<file path="config.mk">
export PLATFORM = sky130hd
export DESIGN_NAME = alu_result_buffer
export DESIGN_NICKNAME = d
export VERILOG_FILES = /design/src/rtl/alu_pkg.sv /design/src/rtl/sync_fifo.sv /design/src/rtl/alu_result_buffer.sv
export SDC_FILE = /design/constraint.sdc
export NUM_CORES = 1
export LEC_CHECK = 0
export BUFFER_PORTS_ARGS = -buffer_cell sky130_fd_sc_hd__clkbuf_2
export CAP_MARGIN = 0
export CORE_ASPECT_RATIO = 0.7
export CORE_MARGIN = 4
export CORE_UTILIZATION = 50
export CTS_BUF_LIST = sky130_fd_sc_hd__clkbuf_16
export CTS_CLUSTER_SIZE = 25
export DETAILED_ROUTE_END_ITERATION = 8
export PLACE_DENSITY = 0.72
export REMOVE_ABC_BUFFERS = 1
export SYNTH_ARGS = -nofsm -noshare
export SYNTH_HDL_FRONTEND = slang
export SYNTH_SLANG_ARGS = --single-unit
</file>
<file path="constraint.sdc">
create_clock -name clk -period 8.5 [get_ports clk]
set_clock_uncertainty 0.1 [all_clocks]
set_input_delay 1.7 -clock clk [delete_from_list [all_inputs] [get_ports clk]]
set_output_delay 1.7 -clock clk [all_outputs]
set_load 0.005 [all_outputs]
</file>
<file path="src/rtl/alu_pkg.sv">
// Shared definitions for the ALU controller datapath and its result buffer:
// opcode encodings, the default datapath width and the layout of a logged record.
package alu_pkg;

    // Default operand/result width of the ALU datapath
    localparam int ALU_DW = 7;

    // Opcode encodings carried on in_op
    localparam logic OP_ADD = 1'b0;
    localparam logic OP_SUB = 1'b1;

    // Field offsets inside a logged record {mis, op, cf, gz, res}
    localparam int REC_RES_LSB = 0;
    localparam int REC_GZ      = ALU_DW;
    localparam int REC_CF      = ALU_DW + 1;
    localparam int REC_OP      = ALU_DW + 2;
    localparam int REC_MIS     = ALU_DW + 3;
    localparam int REC_W       = ALU_DW + 4;

    // Record view for consumers working at the default width
    typedef struct packed {
        logic              mis;
        logic              op;
        logic              cf;
        logic              gz;
        logic [ALU_DW-1:0] res;
    } alu_rec_t;

endpackage

</file>
<file path="src/rtl/sync_fifo.sv">
// Single-clock FIFO with explicit occupancy tracking. Pointers wrap naturally
// (DEPTH is a power of two); full/empty are decoded from the level register.
module sync_fifo #(
    parameter int WIDTH = 11,
    parameter int DEPTH = 4
) (
    input  logic                     clk,
    input  logic                     rst,
    input  logic                     push,
    input  logic                     pop,
    input  logic [WIDTH-1:0]         wdata,
    output logic [WIDTH-1:0]         rdata,
    output logic [$clog2(DEPTH):0]   level,
    output logic                     full,
    output logic                     empty
);

    localparam int AW = $clog2(DEPTH);
    localparam logic [AW-1:0] PTR_ONE = 1;
    localparam logic [AW:0]   LVL_ONE = 1;
    localparam logic [AW:0]   LVL_FULL = DEPTH[AW:0];

    logic [WIDTH-1:0] mem [DEPTH];
    logic [AW-1:0]    wr_ptr;
    logic [AW-1:0]    rd_ptr;
    logic             do_push;
    logic             do_pop;

    // A pop needs data; a push into a full FIFO is only legal when a pop frees a slot
    assign do_pop  = pop && !empty;
    assign do_push = push && (!full || do_pop);

    assign full  = (level == LVL_FULL);
    assign empty = (level == '0);

    // Head entry; forced to zero when nothing is held so the port is clean after reset
    assign rdata = empty ? '0 : mem[rd_ptr];

    // Storage write; data needs no reset because level gates visibility
    always_ff @(posedge clk) begin
        if (do_push) begin
            mem[wr_ptr] <= wdata;
        end
    end

    // Pointer and occupancy control
    always_ff @(posedge clk) begin
        if (rst) begin
            wr_ptr <= '0;
            rd_ptr <= '0;
            level  <= '0;
        end else begin
            if (do_push) begin
                wr_ptr <= wr_ptr + PTR_ONE;
            end
            if (do_pop) begin
                rd_ptr <= rd_ptr + PTR_ONE;
            end
            case ({do_push, do_pop})
                2'b10:   level <= level + LVL_ONE;
                2'b01:   level <= level - LVL_ONE;
                default: level <= level;
            endcase
        end
    end

endmodule

</file>
<file path="src/rtl/alu_result_buffer.sv">
// Result buffer behind the FSM/ALU controller: checks each strobed ALU
// transaction against a reference model, tags it, queues it for a consumer
// and keeps saturating counts of mismatches and overflow drops.
module alu_result_buffer
    import alu_pkg::*;
#(
    parameter int DW    = ALU_DW,
    parameter int DEPTH = 4,
    parameter int CW    = 8
) (
    input  logic                     clk,
    input  logic                     rst,
    input  logic                     in_valid,
    input  logic [DW-1:0]            in_a,
    input  logic [DW-1:0]            in_b,
    input  logic                     in_op,
    input  logic [DW-1:0]            in_res,
    input  logic                     in_cf,
    input  logic                     in_gz,
    output logic                     out_valid,
    input  logic                     out_ready,
    output logic [DW+3:0]            out_data,
    output logic [$clog2(DEPTH):0]   level,
    output logic                     full,
    output logic                     empty,
    output logic [CW-1:0]            err_cnt,
    output logic [CW-1:0]            drop_cnt
);

    localparam int RW = DW + 4;

    logic [DW-1:0] exp_res_p0;
    logic          exp_cf_p0;
    logic          exp_gz_p0;
    logic          mis_p0;
    logic [RW-1:0] rec_p0;
    logic          push;
    logic          pop;
    logic          drop;

    // Counter increment that sticks at all-ones instead of wrapping
    function automatic logic [CW-1:0] sat_inc(input logic [CW-1:0] c);
        logic [CW-1:0] one;
        one = '0;
        one[0] = 1'b1;
        return (&c) ? c : c + one;
    endfunction

    // Stage p0: reference model of the ALU and mismatch tag
    always_comb begin
        exp_res_p0 = '0;
        exp_cf_p0  = 1'b0;
        if (in_op == OP_SUB) begin
            exp_res_p0 = in_a - in_b;
            exp_cf_p0  = (in_a < in_b);
        end else begin
            {exp_cf_p0, exp_res_p0} = {1'b0, in_a} + {1'b0, in_b};
        end
        exp_gz_p0 = (exp_res_p0 != '0);
        mis_p0    = (in_res != exp_res_p0) || (in_cf != exp_cf_p0) || (in_gz != exp_gz_p0);
        rec_p0    = {mis_p0, in_op, in_cf, in_gz, in_res};
    end

    // Handshake: a pop in the same cycle makes room for a push even when full
    assign out_valid = !empty;
    assign pop       = out_valid && out_ready;
    assign push      = in_valid && (!full || pop);
    assign drop      = in_valid && full && !pop;

    sync_fifo #(
        .WIDTH (RW),
        .DEPTH (DEPTH)
    ) u_fifo (
        .clk   (clk),
        .rst   (rst),
        .push  (push),
        .pop   (pop),
        .wdata (rec_p0),
        .rdata (out_data),
        .level (level),
        .full  (full),
        .empty (empty)
    );

    // Saturating mismatch and drop statistics
    always_ff @(posedge clk) begin
        if (rst) begin
            err_cnt  <= '0;
            drop_cnt <= '0;
        end else begin
            if (in_valid && mis_p0) begin
                err_cnt <= sat_inc(err_cnt);
            end
            if (drop) begin
                drop_cnt <= sat_inc(drop_cnt);
            end
        end
    end

endmodule

</file>
==> results of run 1 <==
-- worst min path at each step --
stage	depth (start not counted)	from	endpoint
5_1_grt	2	err_cnt[7]	err_cnt[7]
3_5_place_dp	2	err_cnt[7]	err_cnt[7]
4_1_cts	2	err_cnt[7]	err_cnt[7]
6_report	2	err_cnt[7]	err_cnt[7]
3_3_place_gp	2	drop_cnt[7]	drop_cnt[7]
2_1_floorplan	2	err_cnt[7]	err_cnt[7]
-- placed cells by master (no fill, tap or decap), drive strengths merged, types with 5 or more instances in the layout --
cell     n
a21oi   12
and2    17
and3     5
clkbuf  70
dfxtp   25
edfxtp  44
ha      21
inv     28
mux2     6
mux4    11
nand2   14
nand2b   5
nand3    5
nand4    5
nor2    29
nor2b    8
o21ai    9
or3      6
xnor2   11
xor2     9
-- worst max-delay path: stages --
cell	delay, ns
clkbuf_2	0.09
inv_1	0.04
ha_1	0.22
fa_1	0.43
nor2b_4	0.15
o22ai_1	0.08
o221ai_1	0.35
xor2_1	0.18
nand4_1	0.12
a211oi_2	0.25
and3_4	0.29
nor3_2	0.07
mux2_4	0.30
-- cell families (layout without fill, tap and decap cells) --
| family | after synthesis | in the layout |
|---|---|---|
| AND/OR/NAND/NOR | 105 | 105 |
| multiplexers | 20 | 20 |
| AO/OA/AOI/OAI | 46 | 46 |
| adder cells (fa/ha/maj) | 24 | 24 |
| flip-flops | 69 | 69 |
| XOR/XNOR | 20 | 20 |
| buffers and inverters | 40 | 103 |
-- state kept, by name (all words and copies together) (netlist names), named ones only --
signal / cells
u_fifo.level: 3
drop_cnt: 8
u_fifo.rd_ptr: 2
u_fifo.wr_ptr: 2
u_fifo.mem: 44
err_cnt: 8
-- power breakdown --
group | switching (W) | internal (W)
Combinational | 0.000122 | 0.000129
Sequential | 0.0000281 | 0.000386
Clock | 0.000135 | 0.000243
-- layout make-up --
type                            count  area, um2  area share (%)
Timing Repair Buffer               60        300            6.82
Inverter                           27        101            2.30
Clock buffer                       10        250            5.69
Multi-Input combinational cell    215       1740            39.6
Tap cell                           98        123            2.79
Sequential cell                    69       1820            41.4
Clock inverter                      6       62.6            1.42
-- layer usage --
metal  up-vias  part of all wire, %  track usage [%]
li1       1271                    -                -
met1      1231                   47             23.0
met2        59                   47             26.8
met3         4                  5.0             3.69
met4         0                 0.63             4.74
met5         -                    0                0
-- per-stage QoR --
step | util (%) | area [um2]
6_report | 60.4 | 4400
5_1_grt | 60.4 | 4400
4_1_cts | 60.4 | 4400
3_3_place_gp | 56.1 | 4090
2_1_floorplan | - | 3670
3_5_place_dp | 56.1 | 4090
==> flow_summary.toml, run 1 <==
[synth]
synth-main-ff-cell = "edfxtp_1"
postSynthAreaPerCell_um2 = 11.6
synth.most_common_cell = "edfxtp_1"
synthTopCellsByArea = "edfxtp_1, dfxtp_1, ha_1, mux4_2, nor2_1"
synthAdderAreaFrac_pct = 8.62
synth-edff-count = 44
synth_top_family_by_area = "simple AND/OR/NAND/NOR gates"
ys_seq_area_share_pct = 48.6
syn_inst = 324
yosys.area_share.simple_pct = 15.2
synth_top_cell_by_area = "edfxtp_1"
synth-xor-area-share_pct = 4.68
synth_compound_area_share_pct = 8.52
synthDistinctLibCells = 55
yosys_warnings = 0
synth_common_cells = "edfxtp_1, nor2_1, inv_1"
synth_area_um2 = 3740
synth_top_area_share_pct = 35.3
ys_async_sr_fraction_pct = 0
muxShareOfSynthArea_pct = 9.52
synth_seq_cells = 69

[worst_setup_path]
endpoint = "err_cnt[5]"
critPathMaxFanout = 11
crit_start = "in_a[0]"
cp-start-kind = "primary input"
timing.rr.start = "u_fifo.level[0]"
end_kind = "flip-flop"
r2r_end = "u_fifo.level[2]"
critPathKind = "in -> reg"
r2r_slack_ns = 6.01
arrival_ns = 4.29
reg2reg_depth = 8
critPathRequiredTime_ns = 8.61

[min_path]
hold_class = "reg -> reg"

[finish]
layout-drive-gt1-share_pct = 26.6
fill_cells = 609
diodes = 0
area_growth_pct = 17.5
final_cells = 485
nets = 434

[timing]
max-slew-margin-rel_pct = 38.6
finalSetupViolations = 0
rsz0062_at_grt = "false"
hold_viol = 0
tightest_slew_ns = 0.912
slew_viol_final = 0
setup_slack_ns = 4.32
whs_ns = 0.407
final.min_clock_period_ns = 4.18
post-route-period-util_pct = 49.1
tns_ns = 0
max_freq_mhz = 239

[clock_tree]
path_clk_slew_ns = 0.05
clock_latency_ns = 0.32
numCtsBuffers = 9
hold_buffers = 0
cts_max_level = 3
cts_tree = "built"
cts_resized = 0
cts-root-buf = "clkbuf_16"
clockBufferDepth = 2
cts_sinks = 69
post_cts_buffers = 0

[global_route]
grt-ovfl-total = 0
grt_max_degree = 29
track_usage_pct = 16.7
antenna_found_initial = 0
first_global_vias = 2433
grt_pass1_wl_mm = 11.9

[die]
row_count = 26
start_util_pct = 51.4
core_area_um2 = 7290
die-area_um2 = 8960
pin_count = 61
die_w_um = 111
die_h_um = 80.4

[flow_run]
maxCapViolations = 0

[drt]
drtAntennaViolNets = 0
finalWirelength_mm = 7.18
drtIter0Drc = 137
vias = 2565
wl_per_cell_um = 14.8
routed_via_density = 5.29
drt_pass1_iterations = 4
remaining_drc_errors = 0

[placement]
place_ws_ns = 4.01
hpwl_mm = 5.21
gp_congestion = 0.792
io_buffers = 60
dp_cells = 469

[run_status]
status = "finished, final reports clean"

[pwr]
vdd_drop_max_mv = 0.127
p_per_area_nw_per_um2 = 237
leakagePower_nw = 1.76
total_power_w = 0.00104
Power figures use the tool's default switching activity.
==> run 2, diff against run 1 <==
--- a/config.mk
+++ b/config.mk
@@ -13,7 +13,7 @@
 export CTS_BUF_LIST = sky130_fd_sc_hd__clkbuf_16
 export CTS_CLUSTER_SIZE = 25
 export DETAILED_ROUTE_END_ITERATION = 8
-export PLACE_DENSITY = 0.72
+export PLACE_DENSITY = 0.75
 export REMOVE_ABC_BUFFERS = 1
 export SYNTH_ARGS = -nofsm -noshare
 export SYNTH_HDL_FRONTEND = slang
==> constraint.sdc (replaced) <==
create_clock -name clk -period 3.6 [get_ports clk]
set_clock_uncertainty 0.1 [all_clocks]
set_input_delay 0.72 -clock clk [delete_from_list [all_inputs] [get_ports clk]]
set_output_delay 0.72 -clock clk [all_outputs]
set_load 0.005 [all_outputs]
==> run 2 against run 1 <==
  * Sequential power up 140%
  * Register-to-register slack worse by 4.9 ns
  * Final cell count up 0.41%
  * Die area unchanged
  * Sequential cell count unchanged
  * Global-route usage down 0.16 points
  * Setup slack worse by 3.9 ns
  * Routed wire length down 1.1%
  * Clock-buffer cell count down 1
  * Via count about the same
  * Worst hold slack better by 0.0025 ns
  * Critical path type unchanged
==> flow_summary.toml, run 2 (synthesis gave the netlist of run 1 again) <==
[run_status]
status = "finished, final reports clean"

[finish]
area_growth_pct = 18.8
layout-drive-gt1-share_pct = 27.2
nets = 436
multi_input_area_um2 = 1740
largest_reg_flops = 44
largest_register = "u_fifo.mem"
utilization_pct = 61.1
ff_latch_area_um2 = 1820
diodes = 0
fill_cells = 588
final_cell_mix = "clkbuf_2, edfxtp_1, nor2_1"
layout_commonest_cell = "clkbuf_2"
reg_top3 = "u_fifo.mem x44, drop_cnt x8, err_cnt x8"

[timing]
tightest_slew_ns = 0.723
tns_ns = 0
rsz0062_at_grt = "false"
final.min_clock_period_ns = 3.20
slew_viol_final = 0
max_freq_mhz = 313
post-route-period-util_pct = 88.8
finalSetupViolations = 0
max-slew-margin-rel_pct = 51.8
hold_viol = 0

[worst_setup_path]
r2r_slack_ns = 1.10
reg2reg_depth = 8
timing.rr.start = "u_fifo.level[0]"
r2r_end = "u_fifo.level[2]"
end_kind = "flip-flop"
arrival_ns = 3.31
cp-start-kind = "primary input"
critPathMaxFanout = 11
critPathKind = "in -> reg"
critPathRequiredTime_ns = 3.71

[global_route]
first_global_vias = 2379
track_usage_pct = 16.6
grt-ovfl-total = 0
grt_max_degree = 29
antenna_found_initial = 0
grt_pass1_wl_mm = 11.8

[die]
core_area_um2 = 7290
die-area_um2 = 8960
row_count = 26
die_w_um = 111
pin_count = 61
die_h_um = 80.4
start_util_pct = 51.4

[drt]
drtAntennaViolNets = 0
remaining_drc_errors = 0
routed_via_density = 5.26
drt_pass1_iterations = 4
drtIter0Drc = 104
vias = 2564
wl_per_cell_um = 14.6
finalWirelength_mm = 7.10

[min_path]
hold_class = "reg -> reg"
min_from = "err_cnt[7]"
hold_path_depth = 2
whs_endpoint = "err_cnt[7]"

[clock_tree]
cts_sinks = 69
hold_buffers = 0
cts-root-buf = "clkbuf_16"
path_clk_slew_ns = 0.06
clock_latency_ns = 0.33
post_cts_buffers = 0
cts_tree = "built"
numCtsBuffers = 9
clockBufferDepth = 2
cts_max_level = 3
cts_resized = 0

[pwr]
vdd_drop_max_mv = 0.317
leakagePower_nw = 1.79
p_per_area_nw_per_um2 = 583

[placement]
hpwl_mm = 5.15
io_buffers = 60
gp_congestion = 0.835

[flow_run]
maxCapViolations = 0
==> run 2: cell count changes in the layout (fill, tap and decap cells not counted) <==
cell        delta
buf_4          +2
bufinv_16      +2
clkbuf_16      -1
clkinvlp_4     -2
inv_1          -1
inv_6          +2
==> run 2: worst max path at each step <==
stage	end	slack [ns]	cells after the start	from
2_1_floorplan	err_cnt[5]	0.42	12	in_a[0]
3_3_place_gp	err_cnt[5]	0.16	13	in_a[0]
3_5_place_dp	err_cnt[5]	0.06	13	in_a[0]
4_1_cts	err_cnt[5]	0.42	13	in_a[0]
5_1_grt	err_cnt[3]	0.26	13	in_a[0]
6_report	err_cnt[5]	0.40	13	in_a[0]
==> run 2: area by class of cell <==
cell class / instances / area share, %
sequential: 69 / 40.9
clock inverter: 7 / 2.73
multi-input combinational: 215 / 39.2
inverter: 27 / 2.28
timing repair buffer: 62 / 7.08
tap: 98 / 2.76
clock buffer: 9 / 5.06
==> run 2: critical path: stages <==
cell and delay (ns):
clkbuf_2 0.09, ha_1 0.16, inv_1 0.05, fa_1 0.38, nor2_1 0.20, o311ai_1 0.13
a211oi_2 0.23, xnor2_1 0.17, mux2_4 0.32, a211oi_2 0.20, and3_4 0.30, nor3_2 0.07
mux2_4 0.29
==> run 2: metrics by stage <==
stage	instance area [um2]	total power [W]	worst slack, ns	hold WS, ns	cells
finish	4450	0.00259	0.404	0.409	487
global route	4450	0.00274	0.261	0.440	487
CTS	4450	0.00262	0.423	0.410	487
detailed placement	4100	0.00161	0.0628	0.398	471
global placement	4100	0.00159	0.160	0.388	471
floorplan	3670	0.00137	0.415	0.380	311
==> run 2: where the power goes <==
group | total (W) | leakage (nW) | switching (W) | internal (W)
clock network | 0.00102 | 0.170 | 0.000336 | 0.000681
logic | 0.000600 | 1.01 | 0.000294 | 0.000306
registers | 0.000977 | 0.604 | 0.0000655 | 0.000912
==> run 2: routing by layer <==
layer | part of all wire, % | vias up | track usage (%)
met5 | 0 | - | 0
met4 | 1.2 | 0 | 4.01
met3 | 5.3 | 10 | 4.82
met2 | 45 | 66 | 25.2
met1 | 49 | 1203 | 23.4
li1 | - | 1285 | -
==> run 3, diff against run 2 <==
--- a/config.mk
+++ b/config.mk
@@ -8,9 +8,7 @@
 export BUFFER_PORTS_ARGS = -buffer_cell sky130_fd_sc_hd__clkbuf_2
 export CAP_MARGIN = 0
 export CORE_ASPECT_RATIO = 0.7
-export CORE_MARGIN = 4
 export CORE_UTILIZATION = 50
-export CTS_BUF_LIST = sky130_fd_sc_hd__clkbuf_16
 export CTS_CLUSTER_SIZE = 25
 export DETAILED_ROUTE_END_ITERATION = 8
 export PLACE_DENSITY = 0.75
==> run 3 against run 2 <==
  * Global-route usage is 3.5 points higher
  * Final cell count fell by 1.0%
  * Combinational power is essentially flat
  * Setup slack better by 0.021 ns
  * Sequential cell count unchanged
==> flow_summary.toml, run 3 (synthesis gave the netlist of run 1 again) <==
[clock_tree]
path_clk_slew_ns = 0.08
numCtsBuffers = 9
cts-root-buf = "clkbuf_8"
cts_tree = "built"
hold_buffers = 0
post_cts_buffers = 0
cts_max_level = 3
clock_latency_ns = 0.34
clockBufferDepth = 2
cts_resized = 0
cts_sinks = 69

[pwr]
comb_power_share_pct = 27.3
power_frac_clock_pct = 28.2
p_per_area_nw_per_um2 = 512
swShare_pct = 30.1
power_switching_w = 0.000661
intPower_w = 0.00154
vdd_drop_max_mv = 0.242
seq_power_share_pct = 44.5
leakagePower_nw = 1.70

[placement]
gp_congestion = 0.843
hpwl_mm = 5.29
placed_area_um2 = 4090
dp_cells = 466
io_buffers = 60

[worst_setup_path]
arrival_ns = 3.31
critPathSlowestCell = "fa_1"
critPathRequiredTime_ns = 3.73
critPathKind = "in -> reg"
critPathMaxStageDelay_ns = 0.44
end_kind = "flip-flop"
crit_family = "compound AO/OA/AOI/OAI gates"
cp_cell_sequence = "clkbuf_2, inv_1, ha_1, fa_1, nor2b_4, o22ai_1, o221ai_1, xor2_1, nand4_1, a211oi_2, and3_4, nor3_2, mux2_4"
critPathMaxFanout = 11
cp-start-kind = "primary input"
critPathBufInv = 2

[finish]
largest_reg_flops = 44
diodes = 0
nets = 435
largest_register = "u_fifo.mem"
reg_top3 = "u_fifo.mem x44, drop_cnt x8, err_cnt x8"
final_cell_mix = "clkbuf_2, edfxtp_1, nor2_1"
area_growth_pct = 14.5
final_cells = 482
layout-drive-gt1-share_pct = 26.8
layout_commonest_cell = "clkbuf_2"
design_area_um2 = 4290
utilization_pct = 61.2

[timing]
rsz0062_at_grt = "false"
hold_viol = 0
max_freq_mhz = 315
max-slew-margin-rel_pct = 39.2
final.min_clock_period_ns = 3.18
slew_viol_final = 0
whs_ns = 0.415
post-route-period-util_pct = 88.2
tightest_slew_ns = 0.904
tns_ns = 0
finalSetupViolations = 0

[global_route]
track_usage_pct = 20.1
grt-ovfl-total = 0
first_global_vias = 2450
grt_pass1_wl_mm = 11.8
antenna_found_initial = 0
grt_max_degree = 29

[die]
row_count = 25
die-area_um2 = 7850
die_w_um = 105
core_area_um2 = 7010
start_util_pct = 53.4
die_h_um = 74.4
pin_count = 61

[run_status]
status = "finished, final reports clean"

[drt]
wl_per_cell_um = 15.0
vias = 2591
remaining_drc_errors = 0
finalWirelength_mm = 7.23
drt_pass1_iterations = 5
routed_via_density = 5.38
drtIter0Drc = 90
drtAntennaViolNets = 0

[min_path]
hold_class = "reg -> reg"

[flow_run]
maxCapViolations = 0
## run 3: cell count changes in the layout (fill, tap and decap cells not counted), sizes merged
| cell | delta |
|---|---|
| inv | -1 |
| buf | -1 |
| clkinvlp | +3 |
| bufinv | -2 |
## run 3: path summary, 6_finish.rpt
path	start	endpoint	slack (ns)	cells past startpoint
worst max-delay path	in_a[0]	err_cnt[5]	0.42	13
worst min-delay path	err_cnt[7]	err_cnt[7]	0.41	2
worst max register to register	u_fifo.level[0]	u_fifo.level[2]	1.07	8
worst min register to register	err_cnt[7]	err_cnt[7]	0.41	2
## run 3: power by group through the flow
stage	sequential, W	clock, W	combinational (W)
final	0.000977	0.000620	0.000599
after global routing	0.000992	0.000672	0.000670
after CTS	0.000980	0.000637	0.000606
after detailed placement	0.000998	0	0.000604
after global placement	0.000993	0	0.000584
after floorplan	0.000980	0	0.000389
## run 3: worst register-to-register path, cell delays in order, from the launching register on
cell     delay [ns]
dfxtp_1        0.42
or3_1          0.41
and2_1         0.25
ha_1           0.20
inv_1          0.07
fa_1           0.37
xor2_1         0.16
or3_1          0.31
a21oi_1        0.16
## run 3: layer usage
layer | track usage (%) | share of wire (%)
met4 | 5.63 | 0.48
met3 | 5.52 | 5.5
met1 | 26.7 | 46
met5 | 0 | 0
met2 | 32.9 | 48
## run 3: area by class of cell
| cell class | instances | area [um2] |
|---|---|---|
| Clock inverter | 7 | 73.8 |
| Tap cell | 94 | 118 |
| Multi-Input combinational cell | 215 | 1740 |
| Clock buffer | 9 | 124 |
| Sequential cell | 69 | 1820 |
| Inverter | 27 | 101 |
| Timing Repair Buffer | 61 | 308 |
| Fill cell | 591 | 2720 |
## run 3: stage by stage
stage / total power (W) / setup WS (ns)
6_report: 0.00220 / 0.425
5_1_grt: 0.00233 / 0.257
4_1_cts: 0.00222 / 0.454
3_3_place_gp: 0.00158 / 0.158
3_5_place_dp: 0.00160 / 0.0876
2_1_floorplan: 0.00137 / 0.415
